[src/rtl/imu_seq_if.sv]
// Command/response channel between imu_seq and the 16-bit SPI master.
// master: sequencer side (issues wrt/cmd); slave: SPI master side.
interface imu_seq_if;
  logic        wrt;
  logic [15:0] cmd;
  logic        done;
  logic [15:0] rd_data;

  modport master (output wrt, output cmd, input done, input rd_data);
  modport slave  (input wrt, input cmd, output done, output rd_data);
endinterface

[src/rtl/imu_seq.sv]
// Inertial-sensor command sequencer: power-up delay, four init writes, then a yaw-rate
// read pair per data-ready interrupt. Define INT_SYNC_EN to double-flop INT before use.
module imu_seq #(
  parameter int unsigned INIT_DLY_W = 16
) (
  input  logic        clk,
  input  logic        rst_n,
  input  logic        INT,
  imu_seq_if.master   spi,
  output logic [15:0] yaw_rt,
  output logic        vld,
  output logic        init_done
);

  localparam logic [3:0] PWR_WAIT = 4'd0;
  localparam logic [3:0] INIT0    = 4'd1;
  localparam logic [3:0] INIT1    = 4'd2;
  localparam logic [3:0] INIT2    = 4'd3;
  localparam logic [3:0] INIT3    = 4'd4;
  localparam logic [3:0] WAIT_INT = 4'd5;
  localparam logic [3:0] RD_L     = 4'd6;
  localparam logic [3:0] RD_H     = 4'd7;
  localparam logic [3:0] UPDATE   = 4'd8;

  localparam logic [15:0] CMD_INT_EN = 16'h0D02;
  localparam logic [15:0] CMD_ACCEL  = 16'h1053;
  localparam logic [15:0] CMD_GYRO   = 16'h1150;
  localparam logic [15:0] CMD_ROUND  = 16'h1460;
  localparam logic [15:0] CMD_RD_L   = 16'hA600;
  localparam logic [15:0] CMD_RD_H   = 16'hA700;

  localparam logic [INIT_DLY_W-1:0] DLY_ONE = INIT_DLY_W'(1);

  logic [3:0]            state_q, state_d;
  logic [INIT_DLY_W-1:0] dly_q, dly_d;
  logic                  done_q;
  logic                  wrt_q, wrt_d;
  logic [15:0]           cmd_q, cmd_d;
  logic [15:0]           yaw_q, yaw_d;
  logic [7:0]            lo_q, lo_d;
  logic                  vld_q, vld_d;
  logic                  init_done_q, init_done_d;
  logic                  int_use;
  logic                  done_rise;
  logic                  unused_rd_hi;

`ifdef INT_SYNC_EN
  logic int_s1_q, int_s2_q;

  always_ff @(posedge clk) begin
    if (!rst_n) begin
      int_s1_q <= 1'b0;
      int_s2_q <= 1'b0;
    end else begin
      int_s1_q <= INT;
      int_s2_q <= int_s1_q;
    end
  end

  assign int_use = int_s2_q;
`else
  assign int_use = INT;
`endif

  // done may still be high from the previous transaction on the wrt cycle, so act on edges only.
  assign done_rise    = spi.done & ~done_q;
  assign unused_rd_hi = ^spi.rd_data[15:8];

  always_comb begin
    state_d     = state_q;
    dly_d       = dly_q;
    wrt_d       = 1'b0;
    cmd_d       = cmd_q;
    yaw_d       = yaw_q;
    lo_d        = lo_q;
    vld_d       = 1'b0;
    init_done_d = init_done_q;
    case (state_q)
      PWR_WAIT: begin
        dly_d = dly_q + DLY_ONE;
        if (&dly_q) begin
          state_d = INIT0;
          wrt_d   = 1'b1;
          cmd_d   = CMD_INT_EN;
        end
      end
      INIT0: if (done_rise) begin
        state_d = INIT1;
        wrt_d   = 1'b1;
        cmd_d   = CMD_ACCEL;
      end
      INIT1: if (done_rise) begin
        state_d = INIT2;
        wrt_d   = 1'b1;
        cmd_d   = CMD_GYRO;
      end
      INIT2: if (done_rise) begin
        state_d = INIT3;
        wrt_d   = 1'b1;
        cmd_d   = CMD_ROUND;
      end
      INIT3: if (done_rise) begin
        state_d     = WAIT_INT;
        init_done_d = 1'b1;
      end
      WAIT_INT: if (int_use) begin
        state_d = RD_L;
        wrt_d   = 1'b1;
        cmd_d   = CMD_RD_L;
      end
      RD_L: if (done_rise) begin
        state_d = RD_H;
        lo_d    = spi.rd_data[7:0];
        wrt_d   = 1'b1;
        cmd_d   = CMD_RD_H;
      end
      RD_H: if (done_rise) begin
        state_d = UPDATE;
        yaw_d   = {spi.rd_data[7:0], lo_q};
        vld_d   = 1'b1;
      end
      UPDATE:  state_d = WAIT_INT;
      default: state_d = PWR_WAIT;
    endcase
  end

  always_ff @(posedge clk) begin
    if (!rst_n) begin
      state_q     <= PWR_WAIT;
      dly_q       <= '0;
      done_q      <= 1'b0;
      wrt_q       <= 1'b0;
      cmd_q       <= 16'h0000;
      yaw_q       <= 16'h0000;
      lo_q        <= 8'h00;
      vld_q       <= 1'b0;
      init_done_q <= 1'b0;
    end else begin
      state_q     <= state_d;
      dly_q       <= dly_d;
      done_q      <= spi.done;
      wrt_q       <= wrt_d;
      cmd_q       <= cmd_d;
      yaw_q       <= yaw_d;
      lo_q        <= lo_d;
      vld_q       <= vld_d;
      init_done_q <= init_done_d;
    end
  end

  assign spi.wrt   = wrt_q;
  assign spi.cmd   = cmd_q;
  assign yaw_rt    = yaw_q;
  assign vld       = vld_q;
  assign init_done = init_done_q;

endmodule

[src/flat_wrapper.sv]
// flat-port wrapper written by rule: the top's interface ports become plain ports
module imu_seq_flat 
#(
  parameter int unsigned INIT_DLY_W = 16
)
  (clk, rst_n, INT, yaw_rt, vld, init_done, spi_wrt, spi_cmd, spi_done, spi_rd_data);
  imu_seq_if spi_i ();
  input  logic clk;
  input  logic rst_n;
  input  logic INT;
  output logic [15:0] yaw_rt;
  output logic vld;
  output logic init_done;
  output wire logic [$bits(spi_i.wrt)-1:0] spi_wrt;
  output wire logic [$bits(spi_i.cmd)-1:0] spi_cmd;
  input wire logic [$bits(spi_i.done)-1:0] spi_done;
  input wire logic [$bits(spi_i.rd_data)-1:0] spi_rd_data;
  assign spi_wrt = spi_i.wrt;
  assign spi_cmd = spi_i.cmd;
  assign spi_i.done = spi_done;
  assign spi_i.rd_data = spi_rd_data;
  imu_seq #(.INIT_DLY_W(INIT_DLY_W)) u_core (.clk(clk), .rst_n(rst_n), .INT(INT), .spi(spi_i), .yaw_rt(yaw_rt), .vld(vld), .init_done(init_done));
endmodule
[config.mk]
export PLATFORM = sky130hd
export DESIGN_NAME = imu_seq_flat
export DESIGN_NICKNAME = d
export VERILOG_FILES = /design/src/rtl/imu_seq_if.sv /design/src/rtl/imu_seq.sv /design/src/flat_wrapper.sv
export SDC_FILE = /design/constraint.sdc
export NUM_CORES = 1
export LEC_CHECK = 0
export BUFFER_PORTS_ARGS = -buffer_cell sky130_fd_sc_hd__buf_2
export CAP_MARGIN = 10
export CORE_MARGIN = 1.5
export CORE_UTILIZATION = 50
export DETAILED_ROUTE_END_ITERATION = 8
export PLACE_DENSITY = 0.74
export SLEW_MARGIN = 0
export SYNTH_ARGS = -nofsm -noshare
export SYNTH_HDL_FRONTEND = slang
export SYNTH_SLANG_ARGS = --single-unit
[constraint.sdc]
create_clock -name clk -period 5.4 [get_ports clk]
set_input_delay 0.81 -clock clk [delete_from_list [all_inputs] [get_ports clk]]
set_output_delay 0.81 -clock clk [all_outputs]
set_load 0.02 [all_outputs]
Yosys cells after proc, flatten, opt, wreduce, memory -nomap -nowiden
Cells that the tools add are included.

Add/sub/neg operators: 1. $mul: 0. Divide/modulo/power cells: 0. Order comparisons: 0. Eq/ne operators: 16. Shift-type cells: 0. Muxes and demuxes: 20. Bitwise gates (word level): 2. Reduce and logical (&&, ||, !) cells: 10.

Operators by type and width (number): $mux 16 (6); $pmux 16 s6 (1); $pmux 4 s9 (1); $mux 4 (8); $add 16x1->16 const B (1); $eq 4x3->1 const B (4); $reduce_and 16->1 (1); $ne 2x1->1 const B (7); $eq 4x2->1 const B (2); $reduce_and 2->1 (4); $reduce_and 8->1 (1); $reduce_and 7->1 (1); $reduce_bool 6->1 (1); $eq 4x1->1 const B (1); $eq 4x4->1 const B (1); $logic_not 4->1 (1); $reduce_or 4->1 (1); $mux 1 (3); $pmux 1 s3 (1); $ne 2x2->1 const B (1); $and 1x1->1 (1); $not 1->1 (1).

Register bits: 64. Bits in latches: 0. Memory bits (writable): 0. Bits in read-only memories: 0. Input port bits: 20. Output and inout bits: 35. Memories: 0.

Depth between registers and ports, before layout
Gate-level depths: netlist (run 1).

Depth after elaboration: 4. Gate-level depth with buffers: 7. Mapped depth without buffers: 6.

Least setup slack after synthesis (run 1)
Ideal clock, no wire load.

Path type: input to register. From: input port spi_done. To: register u_core.cmd_q[11], in the netlist u_core.spi.cmd[11]. Arrival: 1.948 ns. Data required time: 5.342 ns. Setup slack: 3.394 ns. Stages on the path: 7. Path buffers: 2. Path through: nor2b_1 -> clkbuf_1 -> a21oi_1 -> a21o_1 -> nor2b_1 -> buf_2 -> o221a_2.

Word-level cells in the longest chain between the ends: 3. Elaborated cells between the ends (all ways): 6.

RTL lines: start, declared (line flat_wrapper.sv:16) `input wire logic [$bits(spi_i.done)-1:0] spi_done;`; $and 1x1->1 * (line imu_seq.sv:66) `assign done_rise = spi.done & ~done_q;`; $ne 2x1->1 (no source line); $reduce_and 7->1 (no source line) *; end signal, assigned (line imu_seq.sv:143) `cmd_q <= cmd_d;`; end, declared (line imu_seq.sv:38) `logic [15:0] cmd_q, cmd_d;`.

Mark *: on every way between the ends. The rest lies on a longest branch, timed or not. A chain may end at the register's enable or synchronous reset.

Worst setup path after layout (run 1)
From: input port spi_done. To: register u_core.cmd_q[1], in the netlist u_core.spi.cmd[1].

Same word-level chain as after synthesis.

==> metrics, run 1 <==
final net count=335; commonest non-fill, non-tap cell in the layout=dfxtp_1; first-pass GRT wire length=about 7.9 mm; ys flop type=dfxtp_1; fraction of the mapped netlist area in compound gates=12.6%; Setup violations, final=0; Pint=approximately 0.7 mW; TritonRoute pass-1 iters=5; fraction of the mapped netlist area in adder cells=less than 1%; # rows=25; Clock H-tree levels=3; Pwr Density=roughly 340 nW/um2; final hold vios=0; maximum VDD drop=approximately 0.24 mV; vias per cell=just over 5; Mapped Area=2560 um2; cell taking the most area after synthesis=dfxtp_1; CP Class=input port to flop; post-CTS setup repair buffer count=0; P_sw=0.284 mW; unrepaired setup endpoints after global routing=no; critical path data arrival time=around 2700 ps; final slew viol count=0; minimum clock period=2400 ps; EDFF count, synth=0; insertion delay to the later sink of the worst-skew pair=approximately 330 ps; largest family of logic cells by synthesized area=simple AND/OR/NAND/NOR gates; clock share of power=33.6%; vias in the first global route=about 1800; Distinct cells, synth=45; xor and xnor area share after synthesis=between 5 and 6%; Reg power frac=49.0%; Area contributors post-synth=dfxtp_1, nand2_1, a21boi_0; FF+latch count, synth=57; CP Max Fanout=10; fin cells=between 300 and 400; Die Area=roughly 5600 um2; pin count of the biggest net entering global routing=56; max-cap violations=0; Sw Share=slightly below 30%; Post-Synth Simple-Gate Area=between 20% and 30%; core area=4820 um2; initial antenna violation count=0; crit start category=input port; Final period util=~45%; CTS Sinks=57; gpl congestion=~0.84; # IOs=55; Ant. Diodes=0; leakage dissipation=1.18 nW; layout cells sized above 1=roughly a fifth; Worst Hold Depth=2; YS warnings=0; Worst setup EP type=flop; mux contribution to synthesized area=under 10%; Slew HR=around half; top-area cell type share of the netlist area=between 40% and 50%; leading cell types in the layout, fill and taps excluded=dfxtp_1, nand2_1, buf_2, a21boi_0, and2_1; Die Ht=74.5 um; Max clock buf depth=2; WL final=4.73 mm; placed cells=370; synthesized area per cell=approximately 9 um2; root buf cell=clkbuf_8; Final ANT Viol Nets=0; area delta synth->final=13.0%; initial core utilization=53.1%; average wire per standard cell=12.3 um; worst r2r path cells=5; sequential area share after synthesis=between 40% and 50%; vias after detailed routing=1960; Crit path required time=roughly 5700 ps; Worst Skew=4.66 ps; combinational share of power=about 17%; total gr overflow=0; post-route setup TNS=0 ps; share of synthesized flip-flops with an asynchronous set or reset=0%; Detail Placement HPWL=3.06 mm; cts hold-fix bufs=0; CTS Buf Count=9; clock-pin slew on the worst setup and hold paths=60 ps; DRC Markers=0; Fmax achieved=slightly above 400 MHz; post-cts sizing count=0; CTS tree=built; HP Class=flop to flop; cell count after synthesis=~280; pin slew with the least headroom to its limit=774 ps; port bufs=42; DR iter-0 viols=76; status=finished clean; GRT Util Overall=around a fifth; chip width=around 75 um
metrics by stage:
| step | instance area, um2 | power [mW] | hold slack [ps] | worst slack [ps] | utilization [%] |
|---|---|---|---|---|---|
| floorplan | 2570 | 0.631 | 440 | 3390 | - |
| global route | 2890 | 1.03 | 481 | 2810 | 59.9 |
| global placement | 2730 | 0.654 | 443 | 2620 | 56.6 |
| detailed placement | 2730 | 0.658 | 454 | 2610 | 56.6 |
| CTS | 2890 | 0.990 | 464 | 2990 | 59.9 |
| finish | 2890 | 0.977 | 460 | 3000 | 59.9 |
cells in the mapped netlist (all sizes together) (2+ instances only):
| master | count |
|---|---|
| clkbuf | 12 |
| o22ai | 2 |
| a21boi | 17 |
| o211a | 2 |
| nor2 | 9 |
| and2 | 17 |
| buf | 14 |
| nor2b | 14 |
| nor4 | 7 |
| xor2 | 7 |
| nor3 | 7 |
| xnor2 | 9 |
| o21ai | 4 |
| mux2i | 10 |
| nand4 | 3 |
| nand2 | 52 |
| nand2b | 3 |
| o221a | 3 |
| inv | 4 |
| dfxtp | 57 |
| a21oi | 5 |
| nand3 | 5 |
| a21o | 2 |
| and4 | 2 |
power by group through the flow:
| stage | registers [mW] | clock network, mW | logic [mW] |
|---|---|---|---|
| after floorplan | 0.490 | 0 | 0.141 |
| after global placement | 0.487 | 0 | 0.167 |
| after detailed placement | 0.487 | 0 | 0.171 |
| after CTS | 0.479 | 0.339 | 0.172 |
| after global routing | 0.484 | 0.360 | 0.189 |
| final | 0.479 | 0.329 | 0.169 |
sequential cells by signal (all words and copies together) (netlist names):
register          count
u_core.dly_q         16
u_core.done_q         1
u_core.init_done      1
u_core.lo_q           8
u_core.spi.cmd        9
u_core.spi.wrt        1
u_core.state_q        4
u_core.vld            1
u_core.yaw_rt        16
worst paths after layout:
kind	slack (ps)	startpoint	to
worst max register to register	3040	u_core.state_q[1]$_SDFFE_PN0P_	u_core.spi.cmd[1]$_SDFFE_PN0P_
worst min-delay path	460	u_core.spi.cmd[0]$_SDFFE_PN0P_	u_core.spi.cmd[0]$_SDFFE_PN0P_
worst max-delay path	3000	spi_done	u_core.spi.cmd[1]$_SDFFE_PN0P_
worst min register to register	460	u_core.spi.cmd[0]$_SDFFE_PN0P_	u_core.spi.cmd[0]$_SDFFE_PN0P_
metal layers:
metal	vias up	global-route usage, %	part of all wire, %	routed length, um
met2	47	28.3	46	2170
met1	904	24.4	49	2290
met4	0	6.46	0.87	41
met5	-	0	0	0
met3	6	8.67	4.7	223
li1	1003	-	-	-
critical path, cell delays in order:
cell	delay, ps
buf_2	110
nor2b_1	530
a21oi_1	130
a21o_1	260
nor2b_1	550
o221a_2	290
final cells by class:
| class | count | area, um2 |
|---|---|---|
| Timing Repair Buffer | 43 | 218 |
| Tap cell | 67 | 83.8 |
| Multi-Input combinational cell | 199 | 1270 |
| Fill cell | 471 | 1930 |
| Clock buffer | 11 | 141 |
| Sequential cell | 57 | 1140 |
| Inverter | 4 | 15.0 |
| Clock inverter | 4 | 20.0 |
logic make-up (layout without fill, tap and decap cells):
kind of cell             after synthesis  count (layout)
AO/OA/AOI/OAI                         43              43
multiplexers                          10              10
flip-flops                            57              57
AND/OR/NAND/NOR                      125             125
buffers and inverters                 30              62
XOR/XNOR                              16              16
other                                  1               4
adder cells (fa/ha/maj)                1               1
No activity file was read; power rests on OpenSTA's default activity.
==> inputs of run 2 (changes only) <==
--- a/config.mk
+++ b/config.mk
@@ -8,9 +8,9 @@
 export BUFFER_PORTS_ARGS = -buffer_cell sky130_fd_sc_hd__buf_2
 export CAP_MARGIN = 10
 export CORE_MARGIN = 1.5
-export CORE_UTILIZATION = 50
+export CORE_UTILIZATION = 48
 export DETAILED_ROUTE_END_ITERATION = 8
-export PLACE_DENSITY = 0.74
+export PLACE_DENSITY = 0.75
 export SLEW_MARGIN = 0
 export SYNTH_ARGS = -nofsm -noshare
 export SYNTH_HDL_FRONTEND = slang
==> constraint.sdc (replaced) <==
create_clock -name clk -period 2.1 [get_ports clk]
set_input_delay 0.315 -clock clk [delete_from_list [all_inputs] [get_ports clk]]
set_output_delay 0.315 -clock clk [all_outputs]
set_load 0.02 [all_outputs]
==> run 2 against run 1 <==
Final cell count rose by 3.9%. Global-route usage fell by 0.39 points. Routed wire length rose by 6.3%. Register-to-register slack got worse by 2800 ps. Critical path depth fell by 1. Clock skew barely moved. Largest cell class unchanged. Power rose to 2.8 times the previous value. Die area rose by 4.0%. Count of clock-buffer cells in the layout rose by 1. Sequential cell count did not move. Worst setup slack got worse by 2800 ps. Combinational power rose to 3.0 times the previous value.
==> metrics, run 2 (synthesized netlist as in run 1, its figures left out) <==
Worst Skew=between 5 and 6 ps; area delta synth->final=18.1%; CTS Sinks=57; WL final=around 5.0 mm; Die Ht=between 70 and 80 um; first-pass GRT wire length=~8.5 mm; DRC Markers=0; initial antenna violation count=0; Fmax achieved=526 MHz; unrepaired setup endpoints after global routing=no; Ant. Diodes=0; post-CTS setup repair buffer count=0; layout cells sized above 1=between 20% and 30%; critical-path cell list=or4_4 -> nor4_4 -> nand2_1 -> xnor2_1 -> and2_1; critical path data arrival time=2130 ps; Crit path max-delay family=simple AND/OR/NAND/NOR gates; Crit path required time=approximately 2300 ps; chip width=76.0 um; final slew viol count=0; leakage dissipation=roughly 1.3 nW; Detail Placement HPWL=3.46 mm; pin slew with the least headroom to its limit=around 560 ps; R2R setup slack=approximately 200 ps; core area=roughly 5000 um2; worst path buffer plus inverter count=0; max-cap violations=0; CP Max Fanout=7; commonest non-fill, non-tap cell in the layout=dfxtp_1; initial core utilization=50.0%; Slew HR=between 60% and 70%; Clock H-tree levels=3; TritonRoute pass-1 iters=4; Final ANT Viol Nets=0; CP Class=flop to flop; final net count=between 300 and 400; average wire per standard cell=between 10 and 15 um; Worst setup EP type=flop; vias per cell=a little over 5; crit start category=flop; gpl congestion=approximately 0.95; vias after detailed routing=~2000; Max clock buf depth=2; # IOs=55; Final period util=90.5%; Pwr Density=899 nW/um2; clock-pin slew on the worst setup and hold paths=approximately 60 ps; CTS tree=built; maximum VDD drop=approximately 0.55 mV; Hold Slack=about 230 ps; final hold vios=0; critical path's slowest cell=or4_4; vias in the first global route=~1800; status=finished clean; port bufs=42; final core utilization=roughly 59%; GRT Util Overall=a little under a fifth; minimum clock period=between 1500 and 2000 ps; DR iter-0 viols=84; Setup violations, final=0; pin count of the biggest net entering global routing=30; insertion delay to the later sink of the worst-skew pair=between 300 and 400 ps; cts hold-fix bufs=0; crit-path max cell delay=just under 600 ps; root buf cell=clkbuf_8; HP Class=input port to flop; leading cell types in the layout, fill and taps excluded=dfxtp_1, nand2_1, buf_2, a21boi_0, and2_1; # rows=26; CTS Buf Count=9; Die Area=5770 um2; total gr overflow=0; post-route setup TNS=0 ps
[run 2: layout make-up]
class / count / area, um2
fillers: 467 / 2090
flip-flops and latches: 57 / 1140
repair buffers: 55 / 308
multi-input cells: 199 / 1270
inverters: 4 / 15.0
clock buffers: 12 / 155
well taps: 70 / 87.6
clock inverters: 3 / 40.0
[run 2: worst paths after layout]
check                                               startpoint                              to  cells after the start
worst max-delay path            u_core.state_q[1]$_SDFFE_PN0P_   u_core.dly_q[13]$_SDFFE_PN0N_                      5
worst min-delay path                                  spi_done        u_core.done_q$_SDFF_PN0_                      2
worst max register to register  u_core.state_q[1]$_SDFFE_PN0P_   u_core.dly_q[13]$_SDFFE_PN0N_                      5
worst min register to register  u_core.spi.cmd[4]$_SDFFE_PN0P_  u_core.spi.cmd[4]$_SDFFE_PN0P_                      2
[run 2: metal layers]
metal	part of all wire (%)	vias up	track usage, %
met3	4.9	7	7.31
met2	48	47	30.3
met4	1.3	0	6.11
met1	46	945	22.5
met5	0	-	0
li1	-	1027	-
[run 2: timing repair]
| item | in CTS | in global routing |
|---|---|---|
| resized for setup | 0 | 1 |
| setup endpoints to repair | 0 | 9 |
| hold endpoints to repair | 0 | 0 |
[run 2: metrics by stage]
step                      cell area (um2)  power [mW]  worst slack (ps)  instances
after floorplan                      2570        1.62               207        286
after global placement               2820        1.71              84.3        385
after detailed placement             2820        1.72              75.1        385
after CTS                            3020        2.73              55.9        400
after global routing                 3020        2.83              92.4        400
final                                3020        2.71               200        400
[run 2: power breakdown]
group	switching (mW)	internal, mW
registers	0.0504	1.15
logic	0.289	0.209
clock network	0.410	0.602
==> inputs of run 3 (changes only) <==
==> constraint.sdc (replaced) <==
create_clock -name clk -period 1.7 [get_ports clk]
set_input_delay 0.255 -clock clk [delete_from_list [all_inputs] [get_ports clk]]
set_output_delay 0.255 -clock clk [all_outputs]
set_load 0.02 [all_outputs]
==> run 3 against run 2 <==
Combinational power rose by 56%. The flow now finishes with violations (negative setup slack). Count of clock-buffer cells in the layout shrank 1. Clock power is 42% higher. Highest routed layer unchanged. Sequential share of layout area is 2.3 points lower. Global-route usage fell by 0.23 points. Clock skew increased by 2.1 ps. Register-to-register slack lost 260 ps. Cell area up 6.7%. Fmax increased by 8.0%. Sequential power up 24%. Worst setup slack worse by 260 ps.
==> metrics, run 3 (synthesized netlist as in run 1, its figures left out) <==
status=finished, violations left; failing checks=negative setup slack; # IOs=55; average wire per standard cell=between 10 and 15 um; footprint of the multi-input gates=1340 um2; Crit path required time=around 1900 ps; insertion delay to the later sink of the worst-skew pair=about 330 ps; Fmax achieved=around 570 MHz; WL final=between 5 and 6 mm; CTS Buf Count=9; Max clock buf depth=2; max-cap violations=0; total gr overflow=0; CP startpoint=u_core.state_q[3]$_SDFFE_PN0P_; Ant. Diodes=0; core area=~5100 um2; Setup violations, final=13; DRC Markers=0; Detail Placement HPWL=3.52 mm; final slew viol count=0; initial core utilization=approximately 50%; HP Class=input port to flop; final net count=between 300 and 400; vias after detailed routing=approximately 2100; chip width=between 70 and 80 um; Placement Setup Slack=-60.8 ps; Pwr Density=approximately 1100 nW/um2; reg2reg start=u_core.state_q[3]$_SDFFE_PN0P_; Worst Skew=roughly 7 ps; vias in the first global route=around 1900; worst setup margin=-58.6 ps; Layout fillers=between 400 and 500; Worst setup EP type=flop; first-pass GRT wire length=roughly 8.4 mm; post-route cell area=3220 um2; Final period util=103%; Area after DPL=between 2000 and 3000 um2; TritonRoute pass-1 iters=4; commonest non-fill, non-tap cell in the layout=dfxtp_1; final core utilization=between 60% and 70%; area delta synth->final=26.0%; CP Class=flop to flop; maximum VDD drop=between 0.9 and 1 mV; register area=around 1100 um2; CTS Sinks=57; cts hold-fix bufs=0; clock-pin slew on the worst setup and hold paths=approximately 70 ps; layout cells sized above 1=approximately 30%; leakage dissipation=1.34 nW; Die Area=between 5000 and 6000 um2; DR iter-0 viols=~110; leading cell types in the layout, fill and taps excluded=dfxtp_1, nand2_1, buf_2, buf_4; Hold Slack=162 ps; port bufs=42; Clock H-tree levels=3; CTS tree=built; GRT Util Overall=about 18%; post-route setup TNS=-403 ps; unrepaired setup endpoints after global routing=yes; final hold vios=0; root buf cell=clkbuf_8; minimum clock period=1760 ps; Die Ht=around 76 um; gpl congestion=just under 0.9; critical path data arrival time=between 1500 and 2000 ps; Final ANT Viol Nets=0; crit start category=flop; initial antenna violation count=0; # rows=26; Worst Hold Launch=spi_done; pin count of the biggest net entering global routing=34; CP Max Fanout=4; vias per cell=~5.0
==> run 3: layout make-up <==
type	instances	area share, %
Sequential cell	57	35.5
Multi-Input combinational cell	199	41.6
Tap cell	70	2.72
Clock buffer	11	4.70
Clock inverter	5	2.41
Timing Repair Buffer	65	12.6
Inverter	4	0.466
==> run 3: worst paths after layout <==
check	end	slack (ps)	cells past startpoint
worst min-delay path	u_core.done_q$_SDFF_PN0_	160	2
worst max register to register	u_core.dly_q[11]$_SDFFE_PN0N_	-60	6
worst max-delay path	u_core.dly_q[11]$_SDFFE_PN0N_	-60	6
worst min register to register	u_core.spi.cmd[5]$_SDFFE_PN0P_	460	2
==> run 3: report_power, final <==
| group | leakage (nW) | switching, mW | internal, mW |
|---|---|---|---|
| combinational | 0.766 | 0.399 | 0.379 |
| clock | 0.115 | 0.528 | 0.899 |
| sequential | 0.461 | 0.0597 | 1.43 |
==> run 3: repair_timing <==
| action | in CTS | in global routing |
|---|---|---|
| pin swaps | 4 | 6 |
| endpoints found under the setup margin | 14 | 39 |
| buffers inserted | 1 | 0 |
| endpoints found under the hold margin | 0 | 0 |
| gates resized for setup | 6 | 9 |
==> run 3: critical path, cell delays in order (launching register included) <==
cell	delay, ps
dfxtp_1	310
or4_4	560
buf_12	150
nor4_4	220
nand3_2	110
xnor2_1	130
and2_1	150
==> run 3: metal layers <==
metal | GRT usage, % | part of all wire (%) | wire [um] | vias to the layer above
met5 | 0 | 0 | 0 | -
met3 | 7.19 | 4.5 | 226 | 10
met4 | 7.59 | 2.2 | 110 | 0
met1 | 20.6 | 44 | 2190 | 944
li1 | - | - | - | 1054
met2 | 31.1 | 50 | 2500 | 48
==> run 3: through the flow <==
step                      total power, mW  std cells
after global routing                 3.85        411
final                                3.69        411
after floorplan                      2.05        286
after detailed placement             2.25        394
after CTS                            3.71        411
after global placement               2.24        394
